<file path="src/rtl/branch_resolve_unit.sv">
// Registered branch-resolution stage for the EX pipeline.
// Evaluates the RV32I conditional branches, computes the target and
// redirect PC, flags mispredicts and holds a multi-cycle flush.
// Saturating performance counters track resolved branches and mispredicts.
module branch_resolve_unit #(
    parameter int WIDTH        = 32,
    parameter int FLUSH_CYCLES = 2,
    parameter int CNT_WIDTH    = 16
) (
    input  logic                 clk,
    input  logic                 rst_n,
    input  logic                 stall,
    input  logic                 valid_in,
    input  logic                 is_branch,
    input  logic [2:0]           funct3,
    input  logic [WIDTH-1:0]     data_A,
    input  logic [WIDTH-1:0]     data_B,
    input  logic [WIDTH-1:0]     pc,
    input  logic [WIDTH-1:0]     imm,
    input  logic                 pred_taken,
    output logic                 res_valid,
    output logic                 taken,
    output logic [WIDTH-1:0]     target,
    output logic                 mispredict,
    output logic [WIDTH-1:0]     redirect_pc,
    output logic                 illegal,
    output logic                 flush,
    output logic [CNT_WIDTH-1:0] branch_cnt,
    output logic [CNT_WIDTH-1:0] mispred_cnt
);

    typedef enum logic {IDLE, FLUSH} state_t;

    state_t               state_q;
    logic [3:0]           flush_cnt_q;
    logic                 flush_q;

    logic                 res_valid_q, res_valid_d;
    logic                 taken_q, taken_d;
    logic [WIDTH-1:0]     target_q, target_d;
    logic                 mispredict_q, mispredict_d;
    logic [WIDTH-1:0]     redirect_q, redirect_d;
    logic                 illegal_q, illegal_d;
    logic [CNT_WIDTH-1:0] branch_cnt_q, branch_cnt_d;
    logic [CNT_WIDTH-1:0] mispred_cnt_q, mispred_cnt_d;

    logic             accept;
    logic             eq, lt_s, lt_u;
    logic             cond;
    logic             is_illegal;
    logic             mis_now;
    logic [WIDTH-1:0] pc_imm, pc_4;

    // Wrong-path instructions during a flush are never accepted.
    assign accept     = valid_in & is_branch & ~stall & (state_q == IDLE);
    assign eq         = (data_A == data_B);
    assign lt_s       = ($signed(data_A) < $signed(data_B));
    assign lt_u       = (data_A < data_B);
    assign is_illegal = (funct3 == 3'b010) || (funct3 == 3'b011);
    assign pc_imm     = pc + imm;
    assign pc_4       = pc + WIDTH'(4);
    assign mis_now    = ~is_illegal & (cond ^ pred_taken);

    // Branch condition per funct3; illegal encodings resolve not-taken.
    always_comb begin
        cond = 1'b0;
        case (funct3)
            3'b000:  cond = eq;
            3'b001:  cond = ~eq;
            3'b100:  cond = lt_s;
            3'b101:  cond = ~lt_s;
            3'b110:  cond = lt_u;
            3'b111:  cond = ~lt_u;
            default: cond = 1'b0;
        endcase
    end

    // Next-state for the result registers and counters.
    always_comb begin
        res_valid_d   = res_valid_q;
        taken_d       = taken_q;
        target_d      = target_q;
        mispredict_d  = mispredict_q;
        redirect_d    = redirect_q;
        illegal_d     = illegal_q;
        branch_cnt_d  = branch_cnt_q;
        mispred_cnt_d = mispred_cnt_q;
        if (!stall) begin
            res_valid_d  = 1'b0;
            mispredict_d = 1'b0;
            illegal_d    = 1'b0;
            if (accept) begin
                res_valid_d  = 1'b1;
                illegal_d    = is_illegal;
                taken_d      = cond;
                target_d     = pc_imm;
                redirect_d   = cond ? pc_imm : pc_4;
                mispredict_d = mis_now;
                if (!is_illegal && branch_cnt_q != {CNT_WIDTH{1'b1}})
                    branch_cnt_d = branch_cnt_q + 1'b1;
                if (mis_now && mispred_cnt_q != {CNT_WIDTH{1'b1}})
                    mispred_cnt_d = mispred_cnt_q + 1'b1;
            end
        end
    end

    // Result and counter registers.
    always_ff @(posedge clk or negedge rst_n) begin
        if (!rst_n) begin
            res_valid_q   <= 1'b0;
            taken_q       <= 1'b0;
            target_q      <= '0;
            mispredict_q  <= 1'b0;
            redirect_q    <= '0;
            illegal_q     <= 1'b0;
            branch_cnt_q  <= '0;
            mispred_cnt_q <= '0;
        end else begin
            res_valid_q   <= res_valid_d;
            taken_q       <= taken_d;
            target_q      <= target_d;
            mispredict_q  <= mispredict_d;
            redirect_q    <= redirect_d;
            illegal_q     <= illegal_d;
            branch_cnt_q  <= branch_cnt_d;
            mispred_cnt_q <= mispred_cnt_d;
        end
    end

    // Flush FSM: flush rises with the mispredict result and lasts
    // FLUSH_CYCLES non-stalled cycles.
    always_ff @(posedge clk or negedge rst_n) begin
        if (!rst_n) begin
            state_q     <= IDLE;
            flush_cnt_q <= '0;
            flush_q     <= 1'b0;
        end else if (!stall) begin
            case (state_q)
                IDLE: begin
                    if (accept && mis_now) begin
                        state_q     <= FLUSH;
                        flush_cnt_q <= 4'(FLUSH_CYCLES - 1);
                        flush_q     <= 1'b1;
                    end
                end
                FLUSH: begin
                    if (flush_cnt_q == 4'd0) begin
                        state_q <= IDLE;
                        flush_q <= 1'b0;
                    end else begin
                        flush_cnt_q <= flush_cnt_q - 4'd1;
                    end
                end
                default: begin
                    state_q <= IDLE;
                    flush_q <= 1'b0;
                end
            endcase
        end
    end

    assign res_valid   = res_valid_q;
    assign taken       = taken_q;
    assign target      = target_q;
    assign mispredict  = mispredict_q;
    assign redirect_pc = redirect_q;
    assign illegal     = illegal_q;
    assign flush       = flush_q;
    assign branch_cnt  = branch_cnt_q;
    assign mispred_cnt = mispred_cnt_q;

endmodule

</file>
<file path="config.mk">
export PLATFORM = sky130hd
export DESIGN_NAME = branch_resolve_unit
export DESIGN_NICKNAME = d
export VERILOG_FILES = /design/src/rtl/branch_resolve_unit.sv
export SDC_FILE = /design/constraint.sdc
export NUM_CORES = 1
export LEC_CHECK = 0
export BUFFER_PORTS_ARGS = -buffer_cell sky130_fd_sc_hd__buf_2
export CELL_PAD_IN_SITES_DETAIL_PLACEMENT = 0
export CELL_PAD_IN_SITES_GLOBAL_PLACEMENT = 2
export CORE_AREA = 3 3 141 178
export CTS_CLUSTER_DIAMETER = 40
export CTS_CLUSTER_SIZE = 10
export DETAILED_ROUTE_END_ITERATION = 7
export DIE_AREA = 0 0 144 181
export PLACE_DENSITY = 0.95
export SKIP_LAST_GASP = 1
export SLEW_MARGIN = 15
export SYNTH_ARGS = -nofsm -noshare
export SYNTH_HDL_FRONTEND = slang
export SYNTH_SLANG_ARGS = --single-unit
</file>
<file path="constraint.sdc">
create_clock -name clk -period 7.5 [get_ports clk]
set_clock_uncertainty 0.15 [all_clocks]
set_input_delay 1.875 -clock clk [delete_from_list [all_inputs] [get_ports clk]]
set_output_delay 1.875 -clock clk [all_outputs]
set_load 0.01 [all_outputs]
</file>
==> flow_metrics.py <==
metrics = {
    "status": {
        "status": "completed",
    },
    "pwr": {
        "power_density_mw_per_mm2": 245.1,
        "leakagePower_nw": 4.797,
        "vdd_drop_max_v": 0.00009954,
        "p_total_mw": 2.287,
    },
    "grt": {
        "grt_pass1_vias": 6941,
        "grt_usage_pct": 17.37,
        "grt-ovfl-total": 0,
        "grt_antenna_before_repair": 1,
        "grt_pass1_wl_mm": 36.07,
        "grt_start_max_net_pins": 77,
    },
    "die": {
        "ios": 238,
        "die_y_um": 181,
        "placementRows": 63,
        "coreArea_mm2": 0.02357,
        "die_area_mm2": 0.02606,
        "die_x_um": 144,
        "start_util_pct": 31.82,
    },
    "setup_path": {
        "arrival_ns": 5.02,
        "path_class": "in -> reg",
        "crit_fanout": 15,
        "worstSetupEndpointType": "flip-flop",
        "required_ns": 7.59,
        "critPathLaunchType": "primary input",
    },
    "detailed_routing": {
        "drt_iter0_markers": 234,
        "drc_errors": 0,
        "wl_per_cell_um": 16.07,
        "via_count": 7034,
        "drt-pass1-iter-count": 5,
        "route.detailed.vias_per_inst": 4.964,
        "antenna_left": 0,
        "routed_wl_mm": 22.77,
    },
    "yosys": {
        "synthCells": 890,
        "yosysWarnings": 0,
        "avgSynthCellArea_um2": 8.425,
        "synth_cell_types": 69,
        "synth.ff_latch_count": 106,
        "synth_edf_count": 0,
        "synthArstFlopShare_pct": 100.0,
        "synth_area_leaders": "dfrtp_1, ha_1, nand2_1, xnor2_1, xor2_1",
        "yosysMostFrequentCell": "nand2_1",
        "syn_area_mm2": 0.007498,
        "synthFlopType": "dfrtp_1",
        "yosysSeqAreaShare_pct": 35.37,
        "synthTopCellsByCount": "nand2_1, dfrtp_1, nor2_1, ha_1, inv_1",
        "syn-num-nets": 1096,
        "synth_area_leader_cell": "dfrtp_1",
        "synth.top_cell.area_share_pct": 35.37,
    },
    "placed_design": {
        "post-dp-hpwl_mm": 18.26,
        "dp_worst_setup_slack_ns": 2.164,
        "place.gp.congestion": 0.8413,
        "numPortBuffers": 237,
    },
    "sta": {
        "setup_ws_ns": 2.572,
        "setup_tns_ns": 0,
        "hold_violations": 0,
        "min_period_ns": 4.928,
        "grt_setup_unrepaired": "no",
        "setup_viol": 0,
        "max_freq_mhz": 202.9,
        "worst_pin_slew_ns": 0.8281,
        "hold_slack_ns": 0.3239,
        "relSlewSlack_pct": 44.79,
        "slew_violations": 0,
        "fin_crit_sh_pct": 65.70,
    },
    "cts": {
        "worst_skew_pair.late_latency_ns": 0.36,
        "cts.path.max_buffers": 2,
        "cts_tree": "yes",
        "cts_buffers": 9,
        "cts_setup_buffers": 0,
        "path_clk_slew_ns": 0.08,
        "post_cts_resized": 0,
        "cts.htree.levels": 3,
        "clockRootBuffer": "clkbuf_16",
        "cts_hold_buf": 0,
        "clkSinkCount": 106,
    },
    "min_path": {
        "hold_class": "reg -> reg",
    },
    "layout": {
        "nNetsFinal": 1325,
        "fillCellCount": 2480,
        "multiInputGateArea_mm2": 0.004572,
        "syn_to_final_growth_pct": 24.43,
        "ff_latch_area_mm2": 0.002653,
        "drive_gt1_share_pct": 24.38,
    },
    "run": {
        "maxCapViolCount": 0,
    },
}
==> power breakdown <==
group | total, mW | switching (mW) | internal (mW)
sequential | 0.904 | 0.132 | 0.773
combinational | 0.873 | 0.505 | 0.368
clock | 0.510 | 0.236 | 0.273
total | 2.29 | 0.873 | 1.41
==> critical path, stage by stage <==
cell and delay [ns]:
buf_2 0.08, inv_1 0.03, ha_1 0.30, nand4_1 0.16, nor4_1 0.42, nand3_1 0.15
xnor2_1 0.16, a32o_1 0.25, or3b_2 0.51, xnor2_2 0.57, nor2_1 0.17, mux2_1 0.34
==> registers in the layout (all words and copies together) (netlist names) <==
signal,flops
flush,1
taken,1
res_valid,1
branch_cnt,16
mispred_cnt,16
redirect_pc,32
mispredict,1
target,32
illegal,1
state_q,1
flush_cnt_q,4
==> layout make-up <==
type / count / share of cell area, %
Sequential cell: 106 / 28.43
Clock inverter: 6 / 0.7912
Clock buffer: 10 / 2.561
Inverter: 55 / 2.213
Timing Repair Buffer: 241 / 13.06
Multi-Input combinational cell: 706 / 49.00
Antenna cell: 1 / 0.02682
Tap cell: 292 / 3.916
==> per-stage QoR <==
step           utilization [%]  instance area, µm²  cells
2_1_floorplan                -                7498    890
3_3_place_gp             38.25                9015   1400
3_5_place_dp             38.25                9015   1400
4_1_cts                  39.58                9328   1416
5_1_grt                  39.59                9330   1417
6_report                 39.59                9330   1417
==> path summary, 6_finish.rpt <==
kind | cells after the start | slack (ns) | from | end
worst max-delay path | 12 | 2.57 | data_B[15] | mispred_cnt[1]
worst min-delay path | 1 | 0.32 | redirect_pc[20] | redirect_pc[20]
worst max register to register | 8 | 4.58 | state_q | branch_cnt[13]
worst min register to register | 1 | 0.32 | redirect_pc[20] | redirect_pc[20]
max in group asynchronous | 2 | 4.55 | rst_n | target[6]
min in group asynchronous | 1 | 1.36 | rst_n | branch_cnt[8]
==> layer usage <==
layer,wire [µm],vias up,GRT usage [%],share of wire [%]
met5,0,-,0,0
met4,329,0,4.521,1.4
met3,707,16,2.595,3.1
met2,12040,117,31.48,53
met1,9689,3352,21.17,43
li1,-,3549,-,-
==> placed cells by master (no fill, tap or decap), types with 4 or more instances in the layout <==
cell,netlist,layout
buf_2,4,236
o21ai_0,35,35
clkbuf_16,0,9
nor4_1,7,7
nand3_1,31,31
a21o_1,10,10
o21ai_1,34,34
dfrtp_1,106,106
nand2_1,156,156
nand2b_1,4,4
or3_1,5,5
mux2_1,4,4
inv_1,55,55
or2_2,4,4
nor2_1,71,71
xor2_1,41,41
a31oi_1,10,10
and3_1,8,8
a211oi_1,4,4
a21oi_1,53,53
nor3_1,15,15
nand4b_1,4,4
nand4_1,23,23
nor2b_1,6,6
mux2i_1,8,8
xnor2_1,48,48
ha_1,68,68
buf_4,0,5
==> logic make-up after synthesis <==
kind of cell	count (synthesis)	synth area share, %
multiplexers	13	1.819
adder cells (fa/ha/maj)	69	11.61
buffers and inverters	78	4.072
AO/OA/AOI/OAI	181	14.72
AND/OR/NAND/NOR	353	21.79
XOR/XNOR	90	10.61
flip-flops	106	35.37
Power figures use the tool's default switching activity.
